==> src/rtl/alu_seq_pkg.sv <==
// Shared opcodes, FSM encoding and sizing helper for the sequential ALU.
// Imported by alu_seq and alu_seq_comb.
package alu_seq_pkg;

    localparam logic [2:0] OP_FWD = 3'b000;
    localparam logic [2:0] OP_ADD = 3'b001;
    localparam logic [2:0] OP_AND = 3'b010;
    localparam logic [2:0] OP_OR  = 3'b011;
    localparam logic [2:0] OP_SUB = 3'b100;
    localparam logic [2:0] OP_MUL = 3'b101;
    localparam logic [2:0] OP_SLL = 3'b110;
    localparam logic [2:0] OP_SRA = 3'b111;

    typedef enum logic [1:0] {
        ST_IDLE = 2'd0,
        ST_BUSY = 2'd1,
        ST_DONE = 2'd2
    } state_t;

    // Counter must hold the value WIDTH itself, hence the +1.
    function automatic int cnt_w(input int w);
        return $clog2(w) + 1;
    endfunction

endpackage

==> src/rtl/alu_seq_comb.sv <==
// Single-cycle ALU ops (FORWARD/ADD/AND/OR/SUB) with carry/overflow.
// Purely combinational; results are registered by the parent.
module alu_seq_comb
    import alu_seq_pkg::*;
#(
    parameter int WIDTH = 8
) (
    input  logic [WIDTH-1:0] i_a,
    input  logic [WIDTH-1:0] i_b,
    input  logic [2:0]       i_op,
    output logic [WIDTH-1:0] o_res,
    output logic             o_carry,
    output logic             o_ovf
);

    logic [WIDTH:0] w_sum;
    logic [WIDTH:0] w_dif;

    assign w_sum = {1'b0, i_a} + {1'b0, i_b};
    assign w_dif = {1'b0, i_a} - {1'b0, i_b};

    always_comb begin
        o_res   = '0;
        o_carry = 1'b0;
        o_ovf   = 1'b0;
        case (i_op)
            OP_FWD: o_res = i_b;
            OP_ADD: begin
                o_res   = w_sum[WIDTH-1:0];
                o_carry = w_sum[WIDTH];
                o_ovf   = (i_a[WIDTH-1] == i_b[WIDTH-1]) &&
                          (w_sum[WIDTH-1] != i_a[WIDTH-1]);
            end
            OP_AND: o_res = i_a & i_b;
            OP_OR:  o_res = i_a | i_b;
            OP_SUB: begin
                // Top bit of the widened difference is the borrow.
                o_res   = w_dif[WIDTH-1:0];
                o_carry = w_dif[WIDTH];
                o_ovf   = (i_a[WIDTH-1] != i_b[WIDTH-1]) &&
                          (w_dif[WIDTH-1] != i_a[WIDTH-1]);
            end
            default: o_res = '0;
        endcase
    end

endmodule

==> src/rtl/alu_seq.sv <==
// Handshaked sequential ALU: single-cycle logic/arith ops plus
// iterative shift-add multiply and bit-serial shifts.
module alu_seq
    import alu_seq_pkg::*;
#(
    parameter int WIDTH = 8
) (
    input  logic             CLK,
    input  logic             RESET,
    input  logic [WIDTH-1:0] DATA1,
    input  logic [WIDTH-1:0] DATA2,
    input  logic [2:0]       SELECT,
    input  logic             IN_VALID,
    output logic             IN_READY,
    output logic [WIDTH-1:0] RESULT,
    output logic             ZERO,
    output logic             CARRY,
    output logic             OVERFLOW,
    output logic             OUT_VALID,
    input  logic             OUT_READY
);

    localparam int CW = cnt_w(WIDTH);
    localparam logic [WIDTH-1:0] LP_WD = WIDTH'(WIDTH);
    localparam logic [CW-1:0]    LP_WC = CW'(WIDTH);

    state_t           r_state;
    logic [2:0]       r_op;
    logic [WIDTH-1:0] r_a;
    logic [WIDTH-1:0] r_b;
    logic [WIDTH-1:0] r_hi;
    logic [CW-1:0]    r_cnt;
    logic [WIDTH-1:0] r_res;
    logic             r_zero;
    logic             r_carry;
    logic             r_ovf;
    logic             r_oval;

    logic [WIDTH-1:0] w_cres;
    logic             w_ccar;
    logic             w_cov;
    logic             w_acc;
    logic             w_shift;
    logic [CW-1:0]    w_n;
    logic             w_imm;
    logic [WIDTH-1:0] w_imm_res;
    logic             w_imm_c;
    logic             w_imm_v;
    logic [WIDTH:0]   w_madd;
    logic [WIDTH-1:0] w_mlo;
    logic             w_sll;
    logic [WIDTH-1:0] w_sh_nxt;
    logic             w_sh_out;
    logic             w_last;
    logic             w_is_mul;

    alu_seq_comb #(.WIDTH(WIDTH)) u_comb (
        .i_a     (DATA1),
        .i_b     (DATA2),
        .i_op    (SELECT),
        .o_res   (w_cres),
        .o_carry (w_ccar),
        .o_ovf   (w_cov)
    );

    assign IN_READY = (r_state == ST_IDLE) ||
                      (r_state == ST_DONE && OUT_READY);
    assign w_acc    = IN_VALID && IN_READY;

    // Shift distance saturates at WIDTH; zero-distance shifts finish at once.
    assign w_shift   = SELECT[2] & SELECT[1];
    assign w_n       = (DATA2 >= LP_WD) ? LP_WC : CW'(DATA2);
    assign w_imm     = (SELECT <= OP_SUB) || (w_shift && w_n == '0);
    assign w_imm_res = w_shift ? DATA1 : w_cres;
    assign w_imm_c   = w_shift ? 1'b0 : w_ccar;
    assign w_imm_v   = w_shift ? 1'b0 : w_cov;

    // Shift-add step: {r_hi, r_b} becomes the full product after WIDTH steps.
    assign w_madd   = {1'b0, r_hi} + (r_b[0] ? {1'b0, r_a} : '0);
    assign w_mlo    = {w_madd[0], r_b[WIDTH-1:1]};
    assign w_sll    = (r_op == OP_SLL);
    assign w_sh_nxt = w_sll ? {r_a[WIDTH-2:0], 1'b0}
                            : {r_a[WIDTH-1], r_a[WIDTH-1:1]};
    assign w_sh_out = w_sll ? r_a[WIDTH-1] : r_a[0];
    assign w_last   = (r_cnt == CW'(1));
    assign w_is_mul = (r_op == OP_MUL);

    always_ff @(posedge CLK or posedge RESET) begin
        if (RESET) begin
            r_state <= ST_IDLE;
            r_op    <= OP_FWD;
            r_a     <= '0;
            r_b     <= '0;
            r_hi    <= '0;
            r_cnt   <= '0;
            r_res   <= '0;
            r_zero  <= 1'b0;
            r_carry <= 1'b0;
            r_ovf   <= 1'b0;
            r_oval  <= 1'b0;
        end else begin
            case (r_state)
                ST_IDLE, ST_DONE: begin
                    if (r_state == ST_DONE && OUT_READY) begin
                        r_state <= ST_IDLE;
                        r_oval  <= 1'b0;
                    end
                    if (w_acc) begin
                        r_op <= SELECT;
                        if (w_imm) begin
                            r_state <= ST_DONE;
                            r_oval  <= 1'b1;
                            r_res   <= w_imm_res;
                            r_zero  <= (w_imm_res == '0);
                            r_carry <= w_imm_c;
                            r_ovf   <= w_imm_v;
                        end else begin
                            r_state <= ST_BUSY;
                            r_oval  <= 1'b0;
                            r_a     <= DATA1;
                            r_b     <= DATA2;
                            r_hi    <= '0;
                            r_cnt   <= (SELECT == OP_MUL) ? LP_WC : w_n;
                        end
                    end
                end
                ST_BUSY: begin
                    r_cnt <= r_cnt - CW'(1);
                    if (w_is_mul) begin
                        r_hi <= w_madd[WIDTH:1];
                        r_b  <= w_mlo;
                    end else begin
                        r_a  <= w_sh_nxt;
                    end
                    if (w_last) begin
                        r_state <= ST_DONE;
                        r_oval  <= 1'b1;
                        if (w_is_mul) begin
                            r_res   <= w_mlo;
                            r_zero  <= (w_mlo == '0);
                            r_carry <= 1'b0;
                            r_ovf   <= |w_madd[WIDTH:1];
                        end else begin
                            r_res   <= w_sh_nxt;
                            r_zero  <= (w_sh_nxt == '0);
                            r_carry <= w_sh_out;
                            r_ovf   <= 1'b0;
                        end
                    end
                end
                default: begin
                    r_state <= ST_IDLE;
                    r_oval  <= 1'b0;
                end
            endcase
        end
    end

    assign RESULT    = r_res;
    assign ZERO      = r_zero;
    assign CARRY     = r_carry;
    assign OVERFLOW  = r_ovf;
    assign OUT_VALID = r_oval;

endmodule

==> config.mk <==
export PLATFORM = sky130hd
export DESIGN_NAME = alu_seq
export DESIGN_NICKNAME = d
export VERILOG_FILES = /design/src/rtl/alu_seq_pkg.sv /design/src/rtl/alu_seq_comb.sv /design/src/rtl/alu_seq.sv
export SDC_FILE = /design/constraint.sdc
export NUM_CORES = 1
export LEC_CHECK = 0
export BUFFER_PORTS_ARGS = -buffer_cell sky130_fd_sc_hd__buf_4
export CORE_ASPECT_RATIO = 1.25
export CORE_UTILIZATION = 39
export CTS_CLUSTER_SIZE = 8
export DETAILED_ROUTE_END_ITERATION = 10
export PLACE_DENSITY_LB_ADDON = 0.15
export SETUP_SLACK_MARGIN = 0.02
export SLEW_MARGIN = 20
export SYNTH_ARGS = -nofsm -noshare
export SYNTH_HDL_FRONTEND = slang
export SYNTH_SLANG_ARGS = --single-unit
==> constraint.sdc <==
create_clock -name CLK -period 3.4 [get_ports CLK]
set_clock_uncertainty 0.05 [all_clocks]
set_input_delay 0 -clock CLK [delete_from_list [all_inputs] [get_ports CLK]]
set_output_delay 0 -clock CLK [all_outputs]
set_load 0.05 [all_outputs]
### Word level (Yosys, flattened, before mapping)

Index checks and enable logic that the tools add are counted.

* bits in registers: 45
* output and inout port bits: 13
* logic and storage cells: 119

* add/subtract/negate cells: 4
* $lt $le $gt $ge: 2
* eq/ne operators: 21
* muxes and demuxes: 56
* bitwise logic cells: 3
* reductions and logical operators: 22

Operators with widths (count)
* $mux 8: 16
* $pmux 8 s2: 4
* $pmux 8 s5: 1
* $logic_not 8->1: 3
* $mux 1: 19
* $add 8x8->9: 2
* $mux 4: 4
* $eq 3x3->1 const B: 4
* $ne 2x2->1 const B: 6
* $pmux 1 s2: 6
* $reduce_and 4->1: 3
* $sub 8x8->9: 1
* $and 8x8->8: 1
* $ge 8x4->1 const B: 1
* $mux 2: 4
* $or 8x8->8: 1
* $pmux 4 s2: 1
* $reduce_or 8->1: 1
* $eq 3x2->1 const B: 2
* $logic_and 1x1->1: 5
* $eq 4x1->1 const B: 1
* $logic_not 4->1: 1
* $pmux 2 s2: 1
* $reduce_and 2->1: 2
* 15 further kinds: 18

### Depth between registers and ports, before layout

Gate-level depths: netlist of run 1.

* depth after elaboration: 8
* gate-level depth with buffers: 11
* mapped depth without buffers: 11

### By module

Synthesis of run 1 repeated with hierarchy kept, for this count alone.

* cells, all modules: 494
* area, all modules: 4151.5 um^2

By module, submodules not included
* alu_seq: instances 1, cells each 337, area an instance 2951.6 um^2, sequential area each 1101.1 um^2
* alu_seq_comb: instances 1, cells each 157, area an instance 1199.9 um^2, sequential area each 0.0 um^2

### Least setup slack after synthesis of run 1

OpenSTA, ideal clock, no wires.

* kind: flip-flop to flip-flop
* start: register r_b[0]
* end: register r_ovf, in the netlist OVERFLOW
* arrival: 2286 ps
* data required time: 3219 ps
* path slack: 933 ps
* stages on the path, launching flop included: 12
* buffers on the path: 0
* period minus slack after synthesis: 2467 ps
* path through: dfrtp_1 -> and2_1 -> ha_1 -> inv_1 -> fa_1 -> nor2b_4 -> o31a_1 -> o21a_1 -> o31ai_2 -> and2b_1 -> a31oi_1 -> or3_1

* cells in the longest elaborated chain, start to end: 6

Ends and longest elaborated chain
* start, declared: line alu_seq.sv:30 `logic [WIDTH-1:0] r_b;`
* start signal, assigned: line alu_seq.sv:131 `r_b <= w_mlo;`
* $mux 8: line alu_seq.sv:79 `assign w_madd = {1'b0, r_hi} + (r_b[0] ? {1'b0, r_a} : '0);`
* $add 8x8->9: line alu_seq.sv:79
* $reduce_or 8->1: line alu_seq.sv:142 `r_ovf <= |w_madd[WIDTH:1];`
* $mux 1: line alu_seq.sv:138 `if (w_is_mul) begin`
* $mux 1: line alu_seq.sv:135 `if (w_last) begin`
* $pmux 1 s2: line alu_seq.sv:102 `case (r_state)`
* end signal, assigned: line alu_seq.sv:116 `r_ovf <= w_imm_v;`
* end signal, assigned: line alu_seq.sv:142
* end, declared: line alu_seq.sv:36 `logic r_ovf;`

Every way passes these cells. The select of a mux whose other input is x is not followed.
A chain may end at the register's enable or synchronous reset.

### Worst setup path after layout of run 1

Same ends and word-level chain as after synthesis.

==> run metrics, run 1 <==
CP max stage delay=~440 ps; Netlist Area Pre-Place=between 0.004 and 0.005 sq mm; grt ovf=0; post-cts resize count=0; Initial Util=40.3%; critical path fanouts, max=9; Pwr Density=710 mW/mm^2; Sw Ratio=around 48%; WL per Instance=roughly 18 um; first-pass GRT wire length=about 18 mm; clock share of power=15.5%; Area Overhead vs Synth=10.6%; PortBufs=35; most frequent cells in the layout=nor2_1 (51), nand2_1 (50), a21oi_1 (45); setup_tns=0 ps; All-Layer GR Usage=between 20 and 25%; layout cells sized above 1=between 10% and 20%; Logic pwr share=between 50% and 60%; CTS root buffer=clkbuf_16; Die ar.=around 0.011 sq mm; post-CTS setup buffer count=0; routed wire length=11.5 mm; Max Fclk=between 300 and 400 MHz; filler cell count=around 1000; maximum vdd drop=295 uV; most common cell after layout, fill and taps aside=nor2_1; cell leakage power=slightly below 2 nW; Worst Path Required=3520 ps; fin. max-slew vios=0; fin nets=575; RSZ-0062 raised after global routing=false; worst hold slack=about 1.7 ps; CTS Sinks=44; distinct cell type count after synthesis=between 70 and 80; Yosys top cell area share=27.0%; asr flop ratio synth=between 90% and 100%; Synth Warn #=0; initial antenna violation count=0; Vias/cell=between 5 and 6; Core Box Area=between 0.01 and 0.015 sq mm; die width=around 93 um; Seq pwr share=between 30% and 40%; Reg clk slew, reported paths=approximately 60 ps; top post-synthesis cells by area=dfrtp_1 (27%), ha_1 (10%), a21oi_1 (5.5%); Tmin final=2720 ps; ant diodes=0; final hold viol count=0; vias in the first global route=3452; # hold bufs at CTS=3; Final GP Congestion=~0.84; Remaining DRCs=0; Die Y=around 120 um; Primary FF master, synth=dfrtp_1; TritonCTS clock tree=yes; NetSw=1.54 mW; Vias=roughly 3600; sequential share of the synthesized area=27.0%; worst-path cell chain=and2_1 -> ha_1 -> inv_1 -> fa_1 -> nor2b_4 -> o31a_1 -> o31ai_4 -> a21oi_1 -> nor4_1 -> a31oi_1 -> or3_1; critical path type=flop to flop; Post-DRT Antenna Nets=0; CP endpoint kind=flop; Clock Tree Buf Depth=2; crit path DAT=approximately 2800 ps; number of max-cap violations=0; DP Wirelength=8.85 mm; CP Launch Type=flop; I/O pins=36; largest net degree at the start of global routing=45; Final setup viols=0; cell-internal power=about 1.7 mW; CP max-delay cell=dfrtp_1; status=finished clean; post-synth top area cell=dfrtp_1; FF+latch count, synth=44; drt initial violations=144; fin crit share=between 70% and 80%; Syn Area/Cell=about 8 sq um; number of synthesized flops with an enable pin=0; Placement Rows=between 40 and 50; Synthesized Nets=between 500 and 600; Post-Synthesis Cells=495; H-tree level count=2; Slew HR=a little over two fifths; clk_lat worst skew=slightly below 300 ps; DR pass1 iterations=4; cts bufs inserted=5; Tightest Hold Check Type=input pin to flop; Slew @ Worst Pin=869 ps
power by group through the flow:
| stage | Clock, mW | Combinational (mW) | Sequential [mW] |
|---|---|---|---|
| 5_1_grt | 0.524 | 1.90 | 1.03 |
| 4_1_cts | 0.504 | 1.72 | 0.991 |
| 3_5_place_dp | 0 | 1.71 | 0.996 |
| 6_report | 0.496 | 1.71 | 0.988 |
| 2_1_floorplan | 0 | 1.14 | 1.12 |
| 3_3_place_gp | 0 | 1.70 | 0.990 |
final cells by class:
type / instances / area (sq um) / area share (%)
multi-input combinational: 391 / 2650 / 58.9
sequential: 44 / 1100 / 24.5
inverter: 32 / 126 / 2.81
clock buffer: 8 / 146 / 3.25
tap: 129 / 161 / 3.58
timing repair buffer: 41 / 315 / 7.00
critical path, delay by kind of cell (launching register included):
family,cells,cell delay [ps]
buffers and inverters,1,70
AO/OA/AOI/OAI,4,760
AND/OR/NAND/NOR,4,830
adder cells (fa/ha/maj),2,450
flip-flops,1,440
metal layers:
metal	part of all wire, %	up-vias	GRT usage, %
li1	-	1810	-
met1	44	1745	27.8
met2	51	61	39.6
met3	3.2	15	2.08
met4	1.9	0	7.28
met5	0	-	0
worst paths after layout:
check | start | to | slack (ps) | cells after the start
hold reg to reg | RESULT[0] | RESULT[0] | 440 | 2
setup / recovery | r_b[0] | OVERFLOW | 680 | 11
hold / removal | DATA2[0] | r_cnt[0] | 2 | 3
min in group asynchronous | RESET | RESULT[1] | 350 | 3
setup reg to reg | r_b[0] | OVERFLOW | 680 | 11
max in group asynchronous | RESET | OVERFLOW | 2480 | 3
synth_stat cells, types with 3 or more instances:
cell type	n
nor2_1	51
nand2_1	50
a21oi_1	45
dfrtp_1	44
ha_1	34
inv_1	31
o21ai_0	23
o21ai_1	16
xnor2_1	11
nor3_1	10
buf_6	9
a31oi_1	8
and2_1	8
o211ai_1	8
o21bai_1	8
clkbuf_1	7
mux2i_1	7
a22o_1	6
nand3_1	6
nor2b_1	6
nor4_1	6
o21a_1	6
a211oi_1	5
buf_4	5
a311oi_1	4
buf_2	4
nor3b_1	4
o22ai_1	4
a221oi_1	3
buf_1	3
fa_1	3
nand3b_1	3
or2_2	3
or3_1	3
registers in the layout (all words and copies together), names as in the netlist, 2 cells and up:
name     flops
RESULT       8
r_a          8
r_b          8
r_cnt        4
r_hi         8
r_op         3
r_state      2
logic make-up (layout without fill, tap and decap cells):
group / count (synthesis) / in the layout / share of synthesized area, %
AO/OA/AOI/OAI: 171 / 171 / 29.1
flip-flops: 44 / 44 / 27.0
buffers and inverters: 60 / 81 / 7.90
XOR/XNOR: 13 / 13 / 2.80
adder cells (fa/ha/maj): 37 / 37 / 11.9
AND/OR/NAND/NOR: 161 / 161 / 19.0
multiplexers: 9 / 9 / 2.27
metrics by stage:
step,worst slack (ps),utilization [%],power (mW),instances,cell area [sq um]
2_1_floorplan,933,-,2.26,495,4070
3_3_place_gp,780,42.8,2.69,634,4330
6_report,682,44.6,3.20,645,4500
4_1_cts,693,44.5,3.21,645,4500
5_1_grt,490,44.6,3.45,645,4500
3_5_place_dp,698,42.8,2.71,634,4330
Power figures use the tool's default switching activity.
==> inputs of run 2 (changes only) <==
==> constraint.sdc (replaced) <==
create_clock -name CLK -period 2.5 [get_ports CLK]
set_clock_uncertainty 0.05 [all_clocks]
set_input_delay 0 -clock CLK [delete_from_list [all_inputs] [get_ports CLK]]
set_output_delay 0 -clock CLK [all_outputs]
set_load 0.05 [all_outputs]
==> run 2 against run 1 <==
Against the previous run: the run now ends with setup timing left; die area did not move; first-iteration DRC count grew 68%; global-route usage rose by 0.23 points; non-clock buffer count increased by 21; clock-buffer cell count fell by 3; critical path type unchanged.
==> run metrics, run 2 (synthesis gave the netlist of run 1 again) <==
status=complete, but fails checks (was finished clean); failing checks=setup timing; Layout Cells excl Fill=664 (was 645); Post-Route Utilization=46.9% (was 44.6%); Hold EP=r_a[2] (was r_cnt[0]); vias in the first global route=3499 (was 3452); critical path type=flop to flop (unchanged); Final GP Congestion=0.872 (was 0.838); Tightest Hold Check Type=input pin to flop (unchanged); setup_tns=-54.7 ps (was 0 ps); most frequent cells in the layout=buf_4 (58), nor2_1 (51), nand2_1 (50) (was nor2_1 (51), nand2_1 (50), a21oi_1 (45)); CTS Sinks=44 (unchanged); Initial Util=40.3% (unchanged); layout cells sized above 1=19.4% (was 14.3%); DP Cell Count=654 (was 634); DP Wirelength=9.16 mm (was 8.85 mm); CTS root buffer=clkbuf_16 (unchanged); Vias/cell=5.69 (was 5.63); Placed Area=0.00448 sq mm (was 0.00433 sq mm); fin nets=596 (was 575); All-Layer GR Usage=22.3% (was 22.1%); Die Y=116 um (unchanged); most common cell after layout, fill and taps aside=buf_4 (was nor2_1); Remaining DRCs=0 (unchanged); r2r setup slk=-50 ps (was 680 ps); Tmin final=2550 ps (was 2720 ps); maximum vdd drop=376 uV (was 295 uV); Worst R2R Start=r_b[0] (unchanged); TritonCTS clock tree=yes (unchanged); CP Launch Type=flop (unchanged); WL per Instance=17.8 um (about the same); Core Box Area=0.0101 sq mm (unchanged); Reg clk slew, reported paths=60 ps (about the same); Clock Tree Buf Depth=2 (unchanged); RSZ-0062 raised after global routing=true (was false); Vias=3776 (was 3631); first-pass GRT wire length=18.6 mm (was 18.4 mm); Worst R2R End=OVERFLOW (unchanged); crit path DAT=2670 ps (was 2840 ps); ant diodes=0 (unchanged); hold path depth=3 (unchanged); fin crit share=102% (was 79.9%); Slew HR=35.2% (was 41.7%); routed wire length=11.8 mm (was 11.5 mm); largest net degree at the start of global routing=45 (unchanged); PortBufs=35 (unchanged); Placement Rows=41 (unchanged); Post-DRT Antenna Nets=0 (unchanged); Slew @ Worst Pin=971 ps (was 869 ps); post-route cell area=0.00474 sq mm (was 0.00450 sq mm); Post-Place Worst Slack=-89.7 ps (was 698 ps); final setup margin=-54.7 ps (was 682 ps); Max Fclk=391 MHz (was 368 MHz); critical path fanouts, max=4 (was 9); cts bufs inserted=5 (unchanged); grt ovf=0 (unchanged); Worst Path Required=2610 ps (was 3520 ps); post-CTS setup buffer count=0 (unchanged); fin. max-slew vios=0 (unchanged); Final setup viols=1 (was 0); DR pass1 iterations=5 (was 4); drt initial violations=242 (was 144); H-tree level count=2 (unchanged); initial antenna violation count=0 (unchanged); CP endpoint kind=flop (unchanged); hold path start=DATA1[2] (was DATA2[0]); Area Overhead vs Synth=16.3% (was 10.6%); total power=4.58 mW (was 3.20 mW); final hold viol count=0 (unchanged); I/O pins=36 (unchanged); worst hold slack=4.53 ps (was 1.73 ps); FF-to-FF path depth=11 (unchanged); Die ar.=0.0109 sq mm (unchanged); die width=93.4 um (unchanged); number of max-cap violations=0 (unchanged); Pwr Density=966 mW/mm^2 (was 710 mW/mm^2); clk_lat worst skew=290 ps (about the same); cell leakage power=2.10 nW (was 1.98 nW)
==> run 2: worst max-delay path by stage <==
stage           start        to
2_1_floorplan  r_b[0]  OVERFLOW
6_report       r_b[0]  OVERFLOW
4_1_cts        r_b[0]  OVERFLOW
3_5_place_dp   r_b[0]  OVERFLOW
3_3_place_gp   r_b[0]  OVERFLOW
5_1_grt        r_b[0]  OVERFLOW
==> run 2: critical path, cell delays in order (launching register included) <==
cell and delay, ps:
dfrtp_1 400, and2_1 150, ha_2 170, inv_1 70
fa_2 230, nor2b_4 50, o31a_1 290, o31ai_4 210
a21oi_2 100, nor4_2 210, a31oi_1 140, or3_1 370
==> run 2: report_power, final <==
part           total, mW  switching, mW  internal [mW]
clock network      0.730          0.270          0.460
registers           1.31          0.306           1.01
logic               2.53           1.56          0.976
total               4.58           2.13           2.44
==> run 2: metal layers <==
metal	wire length [um]	up-vias	global-route usage, %
li1	-	1851	-
met1	4940	1823	27.7
met5	0	-	0
met4	211	0	5.85
met3	339	13	2.08
met2	6300	89	41.2
==> run 2: timing repair <==
action | CTS | global route
hold buffers | 4 | 0
endpoints found under the hold margin | 47 | 0
resized for setup | 3 | 10
cloned | 0 | 0
endpoints found under the setup margin | 1 | 6
pin swaps | 0 | 1
==> run 2: final cells by class <==
type	count	area [sq um]
Timing Repair Buffer	62	475
Clock inverter	1	30.0
Clock buffer	5	125
Inverter	32	125
Multi-Input combinational cell	391	2720
Tap cell	129	161
Sequential cell	44	1100
Fill cell	987	5370
